File: src/rtl/display_pkg.sv
// Shared types and constants for the product display: FSM encoding,
// active-low seven-segment patterns and a width-check helper.
package display_pkg;

   typedef enum logic [1:0] {
      ST_IDLE    = 2'd0,
      ST_CONVERT = 2'd1,
      ST_COMMIT  = 2'd2
   } state_e;

   localparam logic [6:0] SEG_BLANK = 7'h7F;

   // Bit order {g,f,e,d,c,b,a}; a 0 lights the segment.
   localparam logic [6:0] SEG_DIGITS [10] = '{
      7'h40, 7'h79, 7'h24, 7'h30, 7'h19,
      7'h12, 7'h02, 7'h78, 7'h00, 7'h10
   };

   function automatic longint unsigned pow10(input int n);
      longint unsigned p;
      p = 64'd1;
      for (int i = 0; i < n; i++) p = p * 64'd10;
      return p;
   endfunction

endpackage

File: src/rtl/seg7_decoder.sv
// Combinational BCD nibble to active-low seven-segment decode with a
// blank override; codes 10-15 decode to all segments off.
module seg7_decoder
   import display_pkg::*;
(
   input  logic [3:0] nibble,
   input  logic       blank,
   output logic [6:0] seg
);

   always_comb begin
      seg = SEG_BLANK;
      if (!blank && (nibble <= 4'd9)) seg = SEG_DIGITS[nibble];
   end

endmodule

File: src/rtl/product_display.sv
// Converts a captured binary product to BCD with a shift-add-3 engine and
// scans the committed digits onto a multiplexed seven-segment display.
module product_display
   import display_pkg::*;
#(
   parameter int W           = 8,
   parameter int DIGITS      = 4,
   parameter int REFRESH_DIV = 100000,
   parameter int BLANK_LZ    = 1
) (
   input  logic              clk,
   input  logic              rst,
   input  logic              load,
   input  logic [W-1:0]      value,
   output logic              busy,
   output logic [6:0]        seg,
   output logic [DIGITS-1:0] an,
   output logic              dp
);

   localparam int BCD_W = 4 * DIGITS;
   localparam int CNT_W = (W > 1) ? $clog2(W) : 1;
   localparam int REF_W = $clog2(REFRESH_DIV);
   localparam int IDX_W = (DIGITS > 1) ? $clog2(DIGITS) : 1;

   if (((64'd1 << W) - 64'd1) > (pow10(DIGITS) - 64'd1)) begin : g_bad_width
      $error("product_display: W=%0d does not fit in %0d decimal digits", W, DIGITS);
   end
   if (REFRESH_DIV < 2) begin : g_bad_refresh
      $error("product_display: REFRESH_DIV must be at least 2");
   end

   state_e             state_q, state_d;
   logic [W-1:0]       bin_q, bin_d;
   logic [BCD_W-1:0]   bcd_q, bcd_d, bcd_adj;
   logic [BCD_W-1:0]   disp_q, disp_d;
   logic [CNT_W-1:0]   cnt_q, cnt_d;
   logic [REF_W-1:0]   ref_q, ref_d;
   logic [IDX_W-1:0]   idx_q, idx_d;
   logic [6:0]         seg_q, dec_seg;
   logic [DIGITS-1:0]  an_q, an_d;
   logic [3:0]         sel_nibble;
   logic               sel_blank;
   logic [BCD_W-1:0]   upper;

   always_comb begin
      state_d = state_q;
      bin_d   = bin_q;
      bcd_d   = bcd_q;
      cnt_d   = cnt_q;
      disp_d  = disp_q;
      bcd_adj = bcd_q;
      for (int i = 0; i < DIGITS; i++) begin
         if (bcd_q[4*i +: 4] >= 4'd5) bcd_adj[4*i +: 4] = bcd_q[4*i +: 4] + 4'd3;
      end
      case (state_q)
         ST_IDLE: begin
            if (load) begin
               state_d = ST_CONVERT;
               bin_d   = value;
               bcd_d   = '0;
               cnt_d   = '0;
            end
         end
         ST_CONVERT: begin
            {bcd_d, bin_d} = {bcd_adj, bin_q} << 1;
            cnt_d = cnt_q + 1'b1;
            if (cnt_q == CNT_W'(W - 1)) state_d = ST_COMMIT;
         end
         ST_COMMIT: begin
            disp_d  = bcd_q;
            state_d = ST_IDLE;
         end
         default: state_d = ST_IDLE;
      endcase
   end

   // Segments are chosen for the index that will be live after this edge, so
   // an and seg always move together.
   always_comb begin
      ref_d = ref_q + 1'b1;
      idx_d = idx_q;
      if (ref_q == REF_W'(REFRESH_DIV - 1)) begin
         ref_d = '0;
         idx_d = (idx_q == IDX_W'(DIGITS - 1)) ? '0 : idx_q + 1'b1;
      end
      sel_nibble = disp_q[4*idx_d +: 4];
      upper      = disp_q >> (4 * idx_d);
      sel_blank  = (BLANK_LZ != 0) && (idx_d != '0) && (upper == '0);
      an_d          = '1;
      an_d[idx_d]   = 1'b0;
   end

   seg7_decoder u_dec (
      .nibble (sel_nibble),
      .blank  (sel_blank),
      .seg    (dec_seg)
   );

   always_ff @(posedge clk) begin
      if (rst) begin
         state_q <= ST_IDLE;
         bin_q   <= '0;
         bcd_q   <= '0;
         cnt_q   <= '0;
         disp_q  <= '0;
         ref_q   <= '0;
         idx_q   <= '0;
         seg_q   <= SEG_DIGITS[0];
         an_q    <= ~DIGITS'(1);
      end else begin
         state_q <= state_d;
         bin_q   <= bin_d;
         bcd_q   <= bcd_d;
         cnt_q   <= cnt_d;
         disp_q  <= disp_d;
         ref_q   <= ref_d;
         idx_q   <= idx_d;
         seg_q   <= dec_seg;
         an_q    <= an_d;
      end
   end

   assign busy = (state_q != ST_IDLE);
   assign seg  = seg_q;
   assign an   = an_q;
   assign dp   = 1'b1;

endmodule

File: config.mk
export PLATFORM = sky130hd
export DESIGN_NAME = product_display
export DESIGN_NICKNAME = d
export VERILOG_FILES = /design/src/rtl/display_pkg.sv /design/src/rtl/seg7_decoder.sv /design/src/rtl/product_display.sv
export SDC_FILE = /design/constraint.sdc
export NUM_CORES = 1
export LEC_CHECK = 0
export ABC_CLOCK_PERIOD_IN_PS = 3100
export CAP_MARGIN = 15
export CORE_MARGIN = 2
export CORE_UTILIZATION = 53
export DETAILED_ROUTE_END_ITERATION = 16
export PLACE_DENSITY = 0.83
export SYNTH_ARGS = -nofsm -noshare
export SYNTH_HDL_FRONTEND = slang
export SYNTH_SLANG_ARGS = --single-unit
File: constraint.sdc
create_clock -name clk -period 3.1 [get_ports clk]
set_input_delay 0.62 -clock clk [delete_from_list [all_inputs] [get_ports clk]]
set_output_delay 0.62 -clock clk [all_outputs]
set_load 0.01 [all_outputs]
==> summary.md, run 1 <==
| Metric | Value |
|---|---|
| Netlist cell types | `47` |
| Final min period | `about 3.4 ns` |
| Routed vias | `~3100` |
| CP Class | `reg2reg` |
| Wirelength per Cell | `around 14 um` |
| Mapped Cells | `~430` |
| Die Y | `slightly below 90 um` |
| Register area | `1510 sq um` |
| RSZ-0062 raised after global routing | `true` |
| Antenna cells | `0` |
| Top-count cell post-synth | `dfxtp_1` |
| Hold WC Path Type | `reg2reg` |
| Setup ws final | `-0.272 ns` |
| Pin count of the biggest net entering global routing | `44` |
| Final period util | `109%` |
| Peak VDD IR | `between 200 and 300 uV` |
| Area delta synth->final | `21.1%` |
| Yosys top cell area share | `between 40% and 50%` |
| Worst r2r src | `ref_q[13]` |
| Synth warn | `0` |
| Reg2Reg Depth | `13` |
| Fin util | `about 65%` |
| #FFs+latches synth | `75` |
| Synth top area cells | `dfxtp_1, a21oi_1, ha_1` |
| Top_reg_cell synth | `dfxtp_1` |
| First-pass GRT wire length | `between 10 and 15 mm` |
| Vias in the first global route | `approximately 2800` |
| Failing checks | `setup timing` |
| Synth area leader | `dfxtp_1` |
| Max Cap Viol | `0` |
| EDFF count, synth | `0` |
| Hold depth | `2` |
| CORE AREA | `about 6700 sq um` |
| Asr flop ratio synth | `0%` |
| Clock skew | `slightly below 0.008 ns` |
| Status | `finished with violations` |
| CP max stage delay | `approximately 0.55 ns` |
| Final wirelength | `between 7 and 8 mm` |
| Sequential-to-total area share from yosys stat | `just over 40%` |
| Fillers | `approximately 500` |
| Clk_lat worst skew | `0.34 ns` |
| Die area | `7530 sq um` |
| Worst path bufs/invs | `3` |
| Final Slew Violations | `0` |
| PD cells | `450 nW/um^2` |
| Synth Area per Inst | `approximately 8.5 sq um` |
| Reg clk slew, reported paths | `0.08 ns` |
| Clock buffer depth | `2` |
| HPWL Detailed | `between 4 and 5 mm` |
| Htree depth | `3` |
| Grt total ovfl | `0` |
| Synth top cells by count | `dfxtp_1, nand2_1, a21oi_1, nor2_1, clkbuf_1` |
| Highest clock rate | `about 300 MHz` |
| GRT Overall Usage | `slightly above 20%` |
| Final Non-Filler Cells | `552` |
| Final hold slack | `roughly 0.47 ns` |
| NumNets Final | `approximately 500` |
| Final Hold Vio Count | `0` |
| Hold Path Origin | `disp_q[3]` |
| CP startpoint | `ref_q[13]` |
| CP Max Fanout | `4` |
| Mapped Area | `between 3000 and 4000 sq um` |
| Setup violators final | `7` |
| Worst Setup Start Kind | `flop` |
| Critical Path Sink Type | `flop` |
| Detailed Route Iter0 Violations | `203` |
| DR pass1 iterations | `7` |
| Num CTS Buffers | `9` |
| Initial antenna violation count | `0` |
| Net Count, Synth | `approximately 450` |
| Worst EP arrival | `approximately 3.6 ns` |
| RePlAce Congestion | `just under 0.9` |
| Worst path slowest cell | `or4bb_4` |
| Root buffer cell | `clkbuf_8` |
| Multi-input gate area | `between 2000 and 2500 sq um` |
| Cell Chain, Critical Path | `or4bb_4 -> nor4_4 -> buf_4 -> mux2i_4 -> mux2i_2 -> mux2i_1 -> inv_1 -> ha_4 -> inv_2 -> or4_4 -> nand3b_1 -> nand2_1 -> a311oi_2` |
| CTS tree | `done` |
| Share of cells above drive strength 1 | `18.0%` |
| Placed cells | `around 530` |
| Relative slew slack | `between 30% and 40%` |
| Leak Pwr | `between 0.0015 and 0.002 uW` |
| Req. time, crit path | `between 3 and 4 ns` |
| WP depth | `13` |
| Die width | `about 87 um` |
| # port buffers | `22` |
| Top delay family on crit path | `simple AND/OR/NAND/NOR gates` |
| DR vias/cell | `about 5.6` |
| Worst-Margin Slew | `1.03 ns` |
| Final ANT Viol Nets | `0` |
| Row count | `30` |
| Initial core utilization | `54.0%` |
| # IOs | `24` |
| Setup tns final | `-1.18 ns` |
| Number of remaining DRC errors | `0` |
| TritonCTS Sinks | `75` |
==> cells in the final DEF (no fill, tap or decap), drive strengths merged, types with 4 or more instances in the layout <==
cell type	instances
ha	17
a22oi	11
clkdlybuf4s50	22
inv	15
a211oi	4
clkbuf	9
o221a	7
o21ai	17
buf	33
nand2	51
clkinv	4
mux2i	18
nor2	44
a21oi	46
nand3	6
nand4	5
nor3	7
dfxtp	75
xor2	12
xnor2	6
or2	6
nand2b	12
nor2b	8
or3	5
==> flip-flops by register name (all words and copies together) (netlist names) <==
signal / cells
an: 4
bcd_q: 16
bin_q: 8
cnt_q: 3
disp_q: 16
idx_q: 2
ref_q: 17
seg: 7
state_q: 2
==> metal layers <==
layer / vias up / GRT usage (%) / share of wire [%]
met5: - / 0 / 0
met3: 15 / 3.52 / 3.7
met4: 0 / 8.95 / 1.6
met2: 71 / 33.7 / 48
li1: 1551 / - / -
met1: 1457 / 27.1 / 47
==> area by class of cell <==
cell class                 count  area share [%]
tap                           80            2.28
clock buffer                   9            2.82
clock inverter                 7            2.65
timing repair buffer          55            10.7
inverter                      16            1.37
sequential                    75            34.3
multi-input combinational    310            45.9
==> worst min-delay path, delay by kind of cell, from the launching register on <==
| kind | cells | cell delay [ns] |
|---|---|---|
| AND/OR/NAND/NOR | 1 | 0.05 |
| flip-flops | 1 | 0.32 |
| AO/OA/AOI/OAI | 1 | 0.05 |
==> logic make-up (layout without fill, tap and decap cells) <==
family / Yosys count / after routing / synth area share (%)
AOI/OAI and AO/OA: 92 / 92 / 15.6
other: 1 / 1 / 0.103
and+or+nand+nor: 161 / 161 / 22.1
muxes: 21 / 21 / 5.89
xor gates and xnor gates: 18 / 18 / 4.34
buffers and inverters: 41 / 87 / 4.76
DFF: 75 / 75 / 41.4
adders and majority gates: 17 / 17 / 5.86
==> metrics by stage <==
step / area, sq um / total power (uW) / setup WS (ns)
floorplan: 3640 / 1070 / -0.213
global placement: 4050 / 1100 / -0.0476
detailed placement: 4050 / 1110 / -0.152
CTS: 4330 / 1990 / -0.119
global route: 4400 / 2040 / -0.485
finish: 4400 / 1980 / -0.272
==> where the power goes <==
group          leakage (uW)  total, uW  switching, uW  internal (uW)
logic              0.000948       93.2           49.6           43.6
registers          0.000609        991           13.8            978
clock network      0.000119        895            362            533
==> worst paths after layout <==
| check | end | slack, ns |
|---|---|---|
| max | seg[3] | -0.27 |
| min | disp_q[3] | 0.47 |
| max reg2reg | seg[3] | -0.27 |
| min reg2reg | disp_q[3] | 0.47 |
==> what timing repair did <==
item	4_1_cts	5_1_grt
hold buffers	0	0
endpoints found under the setup margin	7	7
setup buffers	4	3
resized for setup	4	10
pin swaps	1	9
(Power assumes the default switching activity.)
==> inputs of run 2 (changes only) <==
CORE_ASPECT_RATIO = 0.8   (was not set)
==> run 2 against run 1 <==
Net effect: the flow still finishes with violations (setup timing); die area barely moved; largest cell class unchanged; sequential power barely moved; sequential share of layout area rose by 0.68 points.
==> summary.md, run 2 (same netlist as run 1, synthesis figures left out) <==
| Metric | Value |
|---|---|
| Status | `finished with violations (unchanged)` |
| Failing checks | `setup timing (unchanged)` |
| Pre-CTS setup slack | `-0.0830 ns (was -0.152 ns)` |
| Most common cell on crit path | `mux2i_2` |
| CP Class | `reg2reg (unchanged)` |
| Htree depth | `3 (unchanged)` |
| Cell Chain, Critical Path | `or4bb_4 -> nor4_4 -> mux2i_2 -> mux2i_2 -> mux2i_1 -> inv_1 -> ha_2 -> inv_2 -> or4_4 -> a2bb2oi_2 -> mux2i_4 -> a21oi_2 (was or4bb_4 -> nor4_4 -> buf_4 -> mux2i_4 -> mux2i_2 -> mux2i_1 -> inv_1 -> ha_4 -> inv_2 -> or4_4 -> nand3b_1 -> nand2_1 -> a311oi_2)` |
| Die width | `96.5 um (was 86.8 um)` |
| GRT Overall Usage | `21.7% (was 20.7%)` |
| Max Cap Viol | `0 (unchanged)` |
| PD cells | `425 nW/um^2 (was 450 nW/um^2)` |
| Final ANT Viol Nets | `0 (unchanged)` |
| Worst r2r src | `ref_q[6] (was ref_q[13])` |
| Wirelength per Cell | `14.2 um (was 13.9 um)` |
| Final period util | `103% (was 109%)` |
| Clock buffer depth | `2 (unchanged)` |
| Switch Pwr | `417 uW (was 426 uW)` |
| Cts hold-fix bufs | `0 (unchanged)` |
| Peak VDD IR | `331 uV (was 261 uV)` |
| CORE AREA | `6510 sq um (was 6720 sq um)` |
| Most frequent cells in the layout | `dfxtp_1, nand2_1, a21oi_1 (unchanged)` |
| Reg power frac | `54.2% (was 50.1%)` |
| Routed vias | `3053 (was 3094)` |
| Die area | `7530 sq um (about the same)` |
| Initial core utilization | `55.8% (was 54.0%)` |
| Detailed Route Iter0 Violations | `145 (was 203)` |
| Antenna cells | `0 (unchanged)` |
| Reg clk slew, reported paths | `0.07 ns (was 0.08 ns)` |
| Hold Path Origin | `disp_q[5] (was disp_q[3])` |
| Hold depth | `2 (unchanged)` |
| Worst EP arrival | `3.49 ns (was 3.63 ns)` |
| Final Non-Filler Cells | `551 (was 552)` |
| Worst Setup Start Kind | `flop (unchanged)` |
| Most common cell after layout, fill and taps aside | `dfxtp_1 (unchanged)` |
| HPWL Detailed | `5.15 mm (was 4.94 mm)` |
| Setup violators final | `6 (was 7)` |
| Grt total ovfl | `0 (unchanged)` |
| # port buffers | `22 (unchanged)` |
| Met1 Use GR | `27.1% (about the same)` |
| RSZ-0062 raised after global routing | `true (unchanged)` |
| Final min period | `3.20 ns (was 3.37 ns)` |
| Leak Pwr | `0.00161 uW (was 0.00168 uW)` |
| Reg2Reg Depth | `12 (was 13)` |
| DR pass1 iterations | `5 (was 7)` |
| Req. time, crit path | `3.39 ns (was 3.35 ns)` |
| Relative slew slack | `32.0% (was 31.2%)` |
| Final Hold Vio Count | `0 (unchanged)` |
| Combinational fraction of design power | `5.1% (was 4.7%)` |
| Root buffer cell | `clkbuf_8 (unchanged)` |
| Share of cells above drive strength 1 | `16.3% (was 18.0%)` |
| Number of flip-flops in the largest register | `17 (unchanged)` |
| GR Util met3 | `5.66% (was 3.52%)` |
| Clk_lat worst skew | `0.35 ns (was 0.34 ns)` |
| Setup ws final | `-0.100 ns (was -0.272 ns)` |
| Die Y | `78.0 um (was 86.8 um)` |
| CTS tree | `done (unchanged)` |
| DR vias/cell | `5.54 (was 5.61)` |
| Clock skew | `0.0112 ns (was 0.00780 ns)` |
| Initial antenna violation count | `0 (unchanged)` |
| GR Util met2 | `35.9% (was 33.7%)` |
| Setup slack, reg-to-reg | `-0.10 ns (was -0.27 ns)` |
| Endpoint, Worst Hold | `disp_q[5] (was disp_q[3])` |
| Row count | `26 (was 30)` |
| GR peak layer | `met2 (unchanged)` |
| Worst-Margin Slew | `1.02 ns (was 1.03 ns)` |
| Hold WC Path Type | `reg2reg (unchanged)` |
| Top reg by flops | `ref_q (unchanged)` |
| Area delta synth->final | `18.6% (was 21.1%)` |
| Reg2reg end | `seg[5] (was seg[3])` |
| Number of remaining DRC errors | `0 (unchanged)` |
| CP max stage delay | `0.54 ns (was 0.55 ns)` |
| Clock power frac | `40.8% (was 45.2%)` |
| Worst path slowest cell | `or4bb_4 (unchanged)` |
| Highest clock rate | `312 MHz (was 297 MHz)` |
| TritonCTS Sinks | `75 (unchanged)` |
| Leading registers by flop count | `ref_q: 17 flops, bcd_q: 16 flops, disp_q: 16 flops (unchanged)` |
| Internal power | `1410 uW (was 1550 uW)` |
| RePlAce Congestion | `0.878 (was 0.865)` |
| # IOs | `24 (unchanged)` |
| Critical Path Sink Type | `flop (unchanged)` |
| Placed cells | `531 (was 529)` |
| Total power | `1830 uW (was 1980 uW)` |
| Vias in the first global route | `2821 (was 2832)` |
| Num CTS Buffers | `9 (unchanged)` |
| NumNets Final | `490 (was 495)` |
| Sw Ratio | `22.8% (was 21.5%)` |
| Setup tns final | `-0.503 ns (was -1.18 ns)` |
| Pin count of the biggest net entering global routing | `32 (was 44)` |
| CP Max Fanout | `4 (unchanged)` |
| Final Slew Violations | `0 (unchanged)` |
| First-pass GRT wire length | `12.9 mm (was 12.6 mm)` |
| Final wirelength | `7.82 mm (was 7.65 mm)` |
run 2: worst max-delay path, delay by kind of cell (launching register included):
kind | cells | cell delay, ns
adder cells (fa/ha/maj) | 1 | 0.18
AO/OA/AOI/OAI | 2 | 0.35
AND/OR/NAND/NOR | 3 | 1.25
flip-flops | 1 | 0.33
multiplexers | 4 | 0.91
buffers and inverters | 2 | 0.12
run 2: layer usage:
layer / share of wire (%) / up-vias
met1: 45 / 1441
met4: 1.6 / 0
met5: 0 / -
met3: 4.3 / 13
met2: 49 / 65
li1: - / 1534
run 2: worst max-delay path by stage:
stage / slack, ns / start / endpoint
4_1_cts: -0.06 / ref_q[5] / seg[3]
3_5_place_dp: -0.08 / ref_q[6] / seg[5]
5_1_grt: -0.25 / ref_q[6] / seg[5]
3_3_place_gp: 0.03 / ref_q[6] / seg[5]
6_report: -0.10 / ref_q[6] / seg[5]
2_1_floorplan: -0.21 / ref_q[6] / seg[3]
run 2: repair_timing:
item / 4_1_cts / 5_1_grt
resized for setup: 6 / 4
cloned: 0 / 0
setup endpoints to repair: 7 / 7
setup buffers: 3 / 2
pin swaps: 5 / 4
run 2: per-stage QoR:
step,hold slack (ns),utilization [%],instance area (sq um)
6_report,0.479,66.2,4300
5_1_grt,0.509,66.2,4300
4_1_cts,0.478,65.7,4270
3_5_place_dp,0.463,62.0,4040
3_3_place_gp,0.460,62.0,4040
2_1_floorplan,0.431,-,3640
run 2: final cells by class:
class / count / area (sq um)
repair buffers: 50 / 430
clock buffers: 12 / 145
well taps: 84 / 105
clock inverters: 4 / 50.0
multi-input cells: 310 / 2010
inverters: 16 / 60.1
fillers: 535 / 2200
flip-flops and latches: 75 / 1500
run 2: power groups by stage:
stage	clock, uW	sequential (uW)	combinational (uW)
floorplan	0	1010	66.4
global placement	0	1010	89.7
detailed placement	0	1010	92.4
CTS	756	992	92.5
global route	794	994	104
finish	746	992	93.0
